<file path="config.mk">
export PLATFORM = sky130hd
export DESIGN_NAME = uart_alu_ctrl
export DESIGN_NICKNAME = d
export VERILOG_FILES = /design/src/rtl/uart_alu_pkg.sv /design/src/rtl/bin_to_ascii3.sv /design/src/rtl/uart_alu_ctrl.sv
export SDC_FILE = /design/constraint.sdc
export NUM_CORES = 1
export LEC_CHECK = 0
export ABC_CLOCK_PERIOD_IN_PS = 11050
export BUFFER_PORTS_ARGS = -buffer_cell sky130_fd_sc_hd__buf_2
export CORE_UTILIZATION = 30
export CTS_BUF_LIST = sky130_fd_sc_hd__clkbuf_8
export DETAILED_ROUTE_END_ITERATION = 8
export SLEW_MARGIN = 20
export SYNTH_ARGS = -nofsm -noshare
export SYNTH_HDL_FRONTEND = slang
export SYNTH_HIERARCHICAL = 1
export SYNTH_SLANG_ARGS = --single-unit
</file>
<file path="constraint.sdc">
create_clock -name clk -period 11.05 [get_ports clk]
set_input_delay 0.5525 -clock clk [delete_from_list [all_inputs] [get_ports clk]]
set_output_delay 0.5525 -clock clk [all_outputs]
set_load 0.005 [all_outputs]
</file>
<file path="src/rtl/uart_alu_pkg.sv">
`default_nettype none
// ============================================================================
// Module   : uart_alu_pkg
// Purpose  : Shared definitions for the UART ALU command controller.
//            - ASCII command, operator and line-ending characters
//            - ALU opcode values
//            - Controller FSM state encoding
//            - Helper that maps an operator character to an ALU opcode
// Revision : 1.0  initial release
// ============================================================================
package uart_alu_pkg;

    // Command characters
    localparam logic [7:0] c_ASCII_0  = 8'h30;
    localparam logic [7:0] c_ASCII_9  = 8'h39;
    localparam logic [7:0] c_CMD_F    = 8'h66;  // load operand A
    localparam logic [7:0] c_CMD_S    = 8'h73;  // load operand B
    localparam logic [7:0] c_CMD_O    = 8'h6F;  // commit pending operator
    localparam logic [7:0] c_CMD_D    = 8'h64;  // transmit the result
    localparam logic [7:0] c_ASCII_CR = 8'h0D;
    localparam logic [7:0] c_ASCII_LF = 8'h0A;

    // Operator characters
    localparam logic [7:0] c_CH_ADD = 8'h2B;  // '+'
    localparam logic [7:0] c_CH_SUB = 8'h2D;  // '-'
    localparam logic [7:0] c_CH_AND = 8'h26;  // '&'
    localparam logic [7:0] c_CH_OR  = 8'h7C;  // '|'
    localparam logic [7:0] c_CH_XOR = 8'h78;  // 'x'
    localparam logic [7:0] c_CH_SRA = 8'h61;  // 'a'
    localparam logic [7:0] c_CH_SRL = 8'h6C;  // 'l'
    localparam logic [7:0] c_CH_NOR = 8'h6E;  // 'n'

    // ALU opcodes
    localparam logic [5:0] c_OP_ADD = 6'd32;
    localparam logic [5:0] c_OP_SUB = 6'd34;
    localparam logic [5:0] c_OP_AND = 6'd36;
    localparam logic [5:0] c_OP_OR  = 6'd37;
    localparam logic [5:0] c_OP_XOR = 6'd38;
    localparam logic [5:0] c_OP_SRA = 6'd3;
    localparam logic [5:0] c_OP_SRL = 6'd2;
    localparam logic [5:0] c_OP_NOR = 6'd39;
    localparam logic [5:0] c_OP_BAD = 6'd63;

    // Controller states
    typedef enum logic [1:0] {
        S_COLLECT = 2'd0,
        S_CONVERT = 2'd1,
        S_SEND    = 2'd2,
        S_WAIT    = 2'd3
    } state_t;

    typedef struct packed {
        logic       vld;
        logic [5:0] op;
    } op_dec_t;

    // Operator character -> opcode; vld is low for anything else.
    function automatic op_dec_t decode_op(input logic [7:0] ch);
        op_dec_t dec;
        dec.vld = 1'b1;
        dec.op  = c_OP_BAD;
        case (ch)
            c_CH_ADD: dec.op = c_OP_ADD;
            c_CH_SUB: dec.op = c_OP_SUB;
            c_CH_AND: dec.op = c_OP_AND;
            c_CH_OR:  dec.op = c_OP_OR;
            c_CH_XOR: dec.op = c_OP_XOR;
            c_CH_SRA: dec.op = c_OP_SRA;
            c_CH_SRL: dec.op = c_OP_SRL;
            c_CH_NOR: dec.op = c_OP_NOR;
            default:  dec.vld = 1'b0;
        endcase
        return dec;
    endfunction

endpackage
`default_nettype wire

</file>
<file path="src/rtl/bin_to_ascii3.sv">
`default_nettype none
// ============================================================================
// Module   : bin_to_ascii3
// Purpose  : Combinational binary to three-digit ASCII decimal converter.
// Ports    : i_bin   [NB_DATA-1:0]  binary value
//            o_hund  [DBIT-1:0]     ASCII hundreds digit
//            o_tens  [DBIT-1:0]     ASCII tens digit
//            o_unit  [DBIT-1:0]     ASCII units digit
// Revision : 1.0  initial release
// ============================================================================
module bin_to_ascii3
    import uart_alu_pkg::*;
#(
    parameter int NB_DATA = 8,
    parameter int DBIT    = 8
) (
    input  logic [NB_DATA-1:0] i_bin,
    output logic [DBIT-1:0]    o_hund,
    output logic [DBIT-1:0]    o_tens,
    output logic [DBIT-1:0]    o_unit
);

    logic [NB_DATA-1:0] w_h;
    logic [NB_DATA-1:0] w_t;
    logic [NB_DATA-1:0] w_u;

    // Division by constants only; synthesis reduces these to fixed logic.
    assign w_h = i_bin / NB_DATA'(100);
    assign w_t = (i_bin / NB_DATA'(10)) % NB_DATA'(10);
    assign w_u = i_bin % NB_DATA'(10);

    assign o_hund = DBIT'(c_ASCII_0) + DBIT'(w_h);
    assign o_tens = DBIT'(c_ASCII_0) + DBIT'(w_t);
    assign o_unit = DBIT'(c_ASCII_0) + DBIT'(w_u);

endmodule
`default_nettype wire

</file>
<file path="src/rtl/uart_alu_ctrl.sv">
`default_nettype none
// ============================================================================
// Module   : uart_alu_ctrl
// Purpose  : Parses ASCII commands from a UART receiver into ALU operands and
//            opcode, and returns the ALU result as ASCII decimal digits via a
//            UART transmitter.
// Ports    : clk             system clock, rising edge
//            rst_n           asynchronous reset, active low
//            i_rx_done_tick  received byte strobe
//            i_rx_data       received byte
//            i_tx_done_tick  transmitter finished current byte
//            o_tx_start      one-cycle load strobe for the transmitter
//            o_tx_data       byte to transmit
//            o_alu_a/o_alu_b registered ALU operands
//            o_alu_op        registered ALU opcode
//            i_alu_result    combinational ALU result
//            o_busy          high whenever not collecting commands
//            o_err           last 'o' had no valid operator pending
// Config   : UART_ALU_CRLF_EN  append CR LF after the three result digits
// Revision : 1.0  initial release
// ============================================================================
module uart_alu_ctrl
    import uart_alu_pkg::*;
#(
    parameter int DBIT    = 8,
    parameter int NB_DATA = 8,
    parameter int NB_OP   = 6
) (
    input  logic               clk,
    input  logic               rst_n,
    input  logic               i_rx_done_tick,
    input  logic [DBIT-1:0]    i_rx_data,
    input  logic               i_tx_done_tick,
    output logic               o_tx_start,
    output logic [DBIT-1:0]    o_tx_data,
    output logic [NB_DATA-1:0] o_alu_a,
    output logic [NB_DATA-1:0] o_alu_b,
    output logic [NB_OP-1:0]   o_alu_op,
    input  logic [NB_DATA-1:0] i_alu_result,
    output logic               o_busy,
    output logic               o_err
);

`ifdef UART_ALU_CRLF_EN
    localparam logic [2:0] c_LAST_IDX = 3'd4;
`else
    localparam logic [2:0] c_LAST_IDX = 3'd2;
`endif

    state_t             r_state, w_state_nxt;
    logic [3:0]         r_d2, r_d1, r_d0;
    logic [NB_DATA-1:0] r_alu_a, r_alu_b, r_res;
    logic [NB_OP-1:0]   r_alu_op, r_pend_op;
    logic               r_pend_vld, r_err;
    logic [2:0]         r_idx;

    logic [7:0]         w_ch;
    logic               w_rx_acc, w_is_digit;
    op_dec_t            w_dec;
    logic [9:0]         w_value10;
    logic [NB_DATA-1:0] w_value;
    logic [DBIT-1:0]    w_hund, w_tens, w_unit, w_q_byte;

    assign w_ch       = 8'(i_rx_data);
    assign w_rx_acc   = i_rx_done_tick && (r_state == S_COLLECT);
    assign w_is_digit = (w_ch >= c_ASCII_0) && (w_ch <= c_ASCII_9);
    assign w_dec      = decode_op(w_ch);

    // Max 999 fits in 10 bits; the operand keeps only the low NB_DATA bits.
    assign w_value10 = 10'(r_d2) * 10'd100 + 10'(r_d1) * 10'd10 + 10'(r_d0);
    assign w_value   = NB_DATA'(w_value10);

    // The byte queue is derived from the captured result and the index.
    bin_to_ascii3 #(
        .NB_DATA (NB_DATA),
        .DBIT    (DBIT)
    ) u_bin_to_ascii3 (
        .i_bin  (r_res),
        .o_hund (w_hund),
        .o_tens (w_tens),
        .o_unit (w_unit)
    );

    always_comb begin
        w_q_byte = '0;
        case (r_idx)
            3'd0:    w_q_byte = w_hund;
            3'd1:    w_q_byte = w_tens;
            3'd2:    w_q_byte = w_unit;
`ifdef UART_ALU_CRLF_EN
            3'd3:    w_q_byte = DBIT'(c_ASCII_CR);
            3'd4:    w_q_byte = DBIT'(c_ASCII_LF);
`endif
            default: w_q_byte = '0;
        endcase
    end

    // State register
    always_ff @(posedge clk or negedge rst_n) begin
        if (!rst_n) begin
            r_state <= S_COLLECT;
        end else begin
            r_state <= w_state_nxt;
        end
    end

    // Next state and Moore outputs
    always_comb begin
        w_state_nxt = r_state;
        o_tx_start  = 1'b0;
        o_tx_data   = '0;
        o_busy      = 1'b1;
        case (r_state)
            S_COLLECT: begin
                o_busy = 1'b0;
                if (w_rx_acc && (w_ch == c_CMD_D)) begin
                    w_state_nxt = S_CONVERT;
                end
            end
            S_CONVERT: begin
                w_state_nxt = S_SEND;
            end
            S_SEND: begin
                o_tx_start  = 1'b1;
                o_tx_data   = w_q_byte;
                w_state_nxt = S_WAIT;
            end
            S_WAIT: begin
                o_tx_data = w_q_byte;
                if (i_tx_done_tick) begin
                    w_state_nxt = (r_idx == c_LAST_IDX) ? S_COLLECT : S_SEND;
                end
            end
            default: begin
                w_state_nxt = S_COLLECT;
            end
        endcase
    end

    // Command datapath
    always_ff @(posedge clk or negedge rst_n) begin
        if (!rst_n) begin
            r_d2       <= '0;
            r_d1       <= '0;
            r_d0       <= '0;
            r_alu_a    <= '0;
            r_alu_b    <= '0;
            r_alu_op   <= '0;
            r_pend_op  <= '0;
            r_pend_vld <= 1'b0;
            r_err      <= 1'b0;
            r_res      <= '0;
            r_idx      <= '0;
        end else begin
            if (w_rx_acc) begin
                if (w_is_digit) begin
                    r_d2 <= r_d1;
                    r_d1 <= r_d0;
                    r_d0 <= w_ch[3:0];
                end else if (w_ch == c_CMD_F) begin
                    r_alu_a <= w_value;
                    r_d2    <= '0;
                    r_d1    <= '0;
                    r_d0    <= '0;
                end else if (w_ch == c_CMD_S) begin
                    r_alu_b <= w_value;
                    r_d2    <= '0;
                    r_d1    <= '0;
                    r_d0    <= '0;
                end else if (w_ch == c_CMD_O) begin
                    // Each operator character is consumed by one 'o' only.
                    if (r_pend_vld) begin
                        r_alu_op <= r_pend_op;
                        r_err    <= 1'b0;
                    end else begin
                        r_alu_op <= NB_OP'(c_OP_BAD);
                        r_err    <= 1'b1;
                    end
                    r_pend_vld <= 1'b0;
                end else if (w_dec.vld) begin
                    r_pend_op  <= NB_OP'(w_dec.op);
                    r_pend_vld <= 1'b1;
                end
            end

            if (r_state == S_CONVERT) begin
                r_res <= i_alu_result;
                r_idx <= '0;
            end else if ((r_state == S_WAIT) && i_tx_done_tick &&
                         (r_idx != c_LAST_IDX)) begin
                r_idx <= r_idx + 3'd1;
            end
        end
    end

    assign o_alu_a  = r_alu_a;
    assign o_alu_b  = r_alu_b;
    assign o_alu_op = r_alu_op;
    assign o_err    = r_err;

endmodule
`default_nettype wire
</file>
==> After elaboration in Yosys (flattened, before gate mapping) <==
Index checks and enable logic that the tools add are counted.
{ "classes": {"div": 4, "eq_ne": 20, "multipliers": 2, "bitwise_logic": 4, "n_addsub": 6, "n_reduce_logical": 19, "muxes": 21, "order_cmp": 2} }
{ "op_table": {"columns": ["op", "count"], "rows": [
  ["8-bit by 7-bit == test with 1-bit output (second input constant)", 9],
  ["6-bit one-hot mux with 8 select lines", 1],
  ["6-bit by 8-bit adder with 8-bit output (first input constant)", 3],
  ["8-bit by 6-bit == test with 1-bit output (second input constant)", 3],
  ["8-bit one-hot mux with 3 select lines", 1],
  ["4-bit two-way mux", 5],
  ["8-bit by 4-bit modulo with 8-bit output (second input constant)", 2],
  ["5-bit AND reduction", 2],
  ["8-bit by 4-bit adder with 8-bit output", 1],
  ["8-bit adder", 1],
  ["8-bit by 4-bit divider with 8-bit output (second input constant)", 1],
  ["8-bit by 7-bit divider with 8-bit output (second input constant)", 1],
  ["8-bit by 6-bit greater-or-equal comparator with 1-bit output (second input constant)", 1],
  ["8-bit by 6-bit <= comparator with 1-bit output (second input constant)", 1],
  ["8-bit two-way mux", 1],
  ["2-bit one-hot mux with 4 select lines", 1],
  ["8-bit OR reduction", 1],
  ["4-bit by 3-bit multiplier with 7-bit output (second input constant)", 1],
  ["4-bit by 5-bit multiplier with 6-bit output (second input constant)", 1],
  ["1-bit two-way mux", 6],
  ["2-bit two-way mux", 3],
  ["3-bit two-way mux", 2],
  ["6-bit two-way mux", 1],
  ["6-bit AND reduction", 1],
  ["18 further kinds", 28]
]} }
{ "totals": {"inputBits": 20, "regBits": 55} }

==> Depth between registers and ports, before layout <==
{ "depth": {"word_depth": 5, "depth_mapped": 20, "depth_no_buf": 18} }

==> Hierarchy <==
The synthesis kept the hierarchy.
{ "modules_own_cells": {"columns": ["module", "cells_per_inst", "seq_area_each_um2", "n_inst", "area_each_um2"], "rows": [
  ["uart_alu_ctrl", 294, 1326.3, 1, 3120.5],
  ["bin_to_ascii3", 165, 0.0, 1, 1114.8]
]} }

==> Worst setup path after synthesis <==
Ideal clock, no wire load.
{ "synth_path": {"kind": "flip-flop to output port", "from": "register r_res[7]", "to": "output port o_tx_data[6]", "slack_ns": 6.778, "path_buffers": 2, "stages_incl_launch_ff": 19, "t_arrival_ns": 3.720, "cell_sequence": "dfrtp_1 > buf_4 > clkbuf_1 > o21ai_0 > a22oi_1 > ha_1 > nand2_1 > a2111o_1 > o21ai_4 > xnor2_1 > ha_1 > or3_1 > a21oi_2 > nor2_1 > mux2i_1 > ha_1 > xnor2_1 > a222oi_1 > nor2_1"} }
{ "synth_between": {"elab_chain_cells": 5} }
{ "synth_lines": {"columns": ["item", "line", "rtl"], "rows": [
  ["start: declaration", "uart_alu_ctrl.sv:52", "logic [NB_DATA-1:0] r_alu_a, r_alu_b, r_res;"],
  ["start signal: assignment", "uart_alu_ctrl.sv:187", "r_res <= i_alu_result;"],
  ["8-bit by 4-bit divider with 8-bit output", "bin_to_ascii3.sv:29", "assign w_t = (i_bin / NB_DATA'(10)) % NB_DATA'(10);"],
  ["8-bit by 4-bit modulo with 8-bit output", "bin_to_ascii3.sv:29", null],
  ["6-bit by 8-bit adder with 8-bit output", "bin_to_ascii3.sv:33", "assign o_tens = DBIT'(c_ASCII_0) + DBIT'(w_t);"],
  ["named net w_tens[6]", "uart_alu_ctrl.sv:62", "logic [DBIT-1:0] w_hund, w_tens, w_unit, w_q_byte;"],
  ["8-bit one-hot mux with 3 select lines", "uart_alu_ctrl.sv:86", "case (r_idx)"],
  ["8-bit two-way mux", "uart_alu_ctrl.sv:113", "case (r_state)"],
  ["end: declaration", "uart_alu_ctrl.sv:35", "output logic [DBIT-1:0] o_tx_data,"]
]} }
The timed path passes the listed nets, and every way through them passes these cells.

==> Worst setup path after layout <==
{ "layout_path": {"from": "register r_res[6]", "to": "output port o_tx_data[6]"} }
Same word-level chain as after synthesis.

==> impl_metrics.json <==
{
  "run_status": "finished clean",
  "htreeDepth": 2,
  "clock_latency_ns": 0.32,
  "root_buffer": "clkbuf_8",
  "cts_setup_buffers": 0,
  "critPathLaunchType": "flop",
  "rr_worst_depth": 10,
  "track_usage": 0.135,
  "async_flop_share": 1.00,
  "routed_wl_mm": 9.36,
  "cp_data_arrival_time_ns": 4.60,
  "start_util": 0.306,
  "fin_cells": 673,
  "yosys.cell_types.count": 80,
  "post_cts_resized": 0,
  "drt_pre_antenna_iters": 4,
  "p_clk_frac": 0.128,
  "core.rowCount": 43,
  "fin_crit_ns": 5.15,
  "fin_worst_skew_ns": 0.0162,
  "cts.path.max_buffers": 2,
  "vias": 3443,
  "drive_gt1_frac": 0.229,
  "grt_max_degree": 54,
  "r2r_slack_ns": 8.12,
  "postCtsHoldBufs": 0,
  "comb_power_share": 0.578,
  "port_buffers": 52,
  "final_cell_mix": "53 x dfrtp_1, 52 x buf_2, 41 x nand2_1",
  "endpoint": "o_tx_data[6]",
  "routed_via_density": 5.12,
  "syn_area_sq_um": 4240,
  "endpoint_kind": "primary output",
  "num-nets-final": 542,
  "syn2layout_area_growth_pct": 9.54,
  "yosys_warnings": 6,
  "rsz0062_at_grt": "false",
  "drcViolationCount": 0,
  "fmax_mhz": 194,
  "r2r-start": "r_d1[1]",
  "maxSlewHeadroom": 0.340,
  "slew_violations": 0,
  "final_antenna_net_count": 0,
  "core_area_sq_um": 13800,
  "dp.cells": 665,
  "die_x_um": 121,
  "p_int_mw": 0.502,
  "place_congestion": 0.814,
  "power_leakage_nw": 2.23,
  "reg2reg_to": "o_alu_b[7]",
  "synth-seq-cells": 53,
  "dieArea_sq_um": 14600,
  "setup_violations": 0,
  "slowest_stage": "dfrtp_1",
  "antenna_found_initial": 0,
  "hold_path_class": "in2async",
  "crit_path_cell_trace": "nor2b_2, o221ai_4, inv_2, ha_1, nand2_1, a2111o_1, o21ai_4, xnor2_1, ha_1, or3_1, a21oi_2, nor2_1, mux2i_1, ha_1, xnor2_1, a222oi_1, nor2_1, buf_2",
  "yosys_most_used_dff": "dfrtp_1",
  "first_iter_violations": 267,
  "ios": 53,
  "cts_sinks": 53,
  "sequentialPowerShare": 0.294,
  "cts_inserted_buffers": 5,
  "overflow": 0,
  "synth_cells": 459,
  "cp_slowest_stage_delay_ns": 0.76,
  "fin_tns_setup_ns": 0,
  "path_clk_slew_ns": 0.11,
  "crit_family": "compound AO/OA/AOI/OAI gates",
  "critical_path_class": "reg2out",
  "cp_num_buf_inv": 2,
  "power.density_nw_per_um2": 205,
  "cp_max_fo": 22,
  "cpMostUsedCell": "ha_1",
  "syn_area_per_cell_sq_um": 9.23,
  "hpwlAfterDp_mm": 7.06,
  "cp.depth": 18,
  "cts_tree": "built",
  "critPathRequiredTime_ns": 10.50,
  "grt_pass1_vias": 3309,
  "mostFrequentLayoutCell": "dfrtp_1",
  "fin_crit_sh": 0.466,
  "whs_ns": 0.347,
  "fp.dieH_um": 121,
  "cp-startpoint": "r_res[6]",
  "swShare": 0.472,
  "switchingPower_mw": 0.448,
  "antenna_cells": 0,
  "cap_violations": 0,
  "ys_seq_area_frac": 0.313,
  "grt_pass1_wl_mm": 15.8,
  "hold_viol_final": 0,
  "synth_edf_count": 0,
  "wire_per_inst_um": 13.9,
  "peakVddDrop_v": 0.0000800,
  "tightest_slew_ns": 0.986
}
flip-flops by register name, indices dropped and copies added, names as in the netlist, 4 cells and up:
register,cells
o_alu_a,8
o_alu_b,8
r_res,8
o_alu_op,5
r_pend_op,5
r_d0,4
r_d1,4
r_d2,4
area by class of cell:
cell class | count | area [sq um]
clock buffer | 5 | 68.8
inverter | 31 | 116
fill | 1417 | 9190
clock inverter | 3 | 28.8
sequential | 53 | 1330
tap | 180 | 225
multi-input combinational | 347 | 2600
timing repair buffer | 54 | 275
logic make-up after synthesis:
| family | count (synthesis) | synth area share |
|---|---|---|
| compound gates | 114 | 0.193 |
| xor+xnor | 20 | 0.0446 |
| buf+inv | 67 | 0.0804 |
| simple gates | 140 | 0.185 |
| other cells | 2 | 0.00177 |
| flops | 53 | 0.313 |
| mux | 33 | 0.0866 |
| fa+ha+maj | 30 | 0.0957 |
worst min path at each step:
stage,slack (ns),to,from,cells after the start
floorplan,0.26,o_alu_a[0],rst_n,0
global placement,0.48,r_d2[3],r_d2[3],2
detailed placement,0.47,r_d2[3],r_d2[3],2
CTS,0.37,o_alu_op[4],rst_n,2
global route,0.40,r_res[1],rst_n,2
finish,0.35,r_res[1],rst_n,2
metrics by stage:
| stage | util | instance area, sq um | worst slack, ns | power [mW] |
|---|---|---|---|---|
| 2_1_floorplan | - | 4270 | 6.78 | 0.731 |
| 5_1_grt | 0.336 | 4640 | 5.52 | 1.03 |
| 3_5_place_dp | 0.328 | 4540 | 6.27 | 0.824 |
| 4_1_cts | 0.336 | 4640 | 5.90 | 0.953 |
| 6_report | 0.336 | 4640 | 5.90 | 0.951 |
| 3_3_place_gp | 0.328 | 4540 | 6.36 | 0.813 |
per-layer routing:
metal	wire (um)	track usage
met1	4150	0.166
met2	4720	0.238
met3	344	0.0255
met4	145	0.0424
met5	0	0
power by group through the flow:
stage / Combinational, mW / Sequential (mW) / Clock, mW
floorplan: 0.497 / 0.234 / 0
detailed placement: 0.542 / 0.282 / 0
global route: 0.613 / 0.287 / 0.135
global placement: 0.533 / 0.280 / 0
CTS: 0.545 / 0.279 / 0.129
finish: 0.549 / 0.279 / 0.122
synth_stat cells (all sizes together), types with 3 or more instances:
cell type | instances | area share
o21ai | 32 | 0.040
o31ai | 3 | 0.0053
dfrtp | 53 | 0.31
nor3 | 7 | 0.0095
clkbuf | 6 | 0.0053
xor2 | 8 | 0.017
and3 | 3 | 0.0047
a222oi | 8 | 0.019
nor3b | 6 | 0.012
or3 | 5 | 0.0086
ha | 26 | 0.077
mux2 | 26 | 0.070
xnor2 | 11 | 0.023
nand2 | 41 | 0.036
a22oi | 3 | 0.0053
inv | 30 | 0.027
fa | 4 | 0.019
o21a | 5 | 0.011
o22ai | 5 | 0.0074
nor2 | 37 | 0.033
a21oi | 24 | 0.029
nand3 | 5 | 0.0071
nand3b | 3 | 0.0053
nand2b | 8 | 0.012
o21bai | 3 | 0.0053
nor2b | 7 | 0.013
o31a | 3 | 0.0062
buf | 30 | 0.048
mux2i | 7 | 0.017
a31oi | 8 | 0.012
a21o | 4 | 0.0071
nor4b | 4 | 0.012
(Power assumes the default switching activity.)
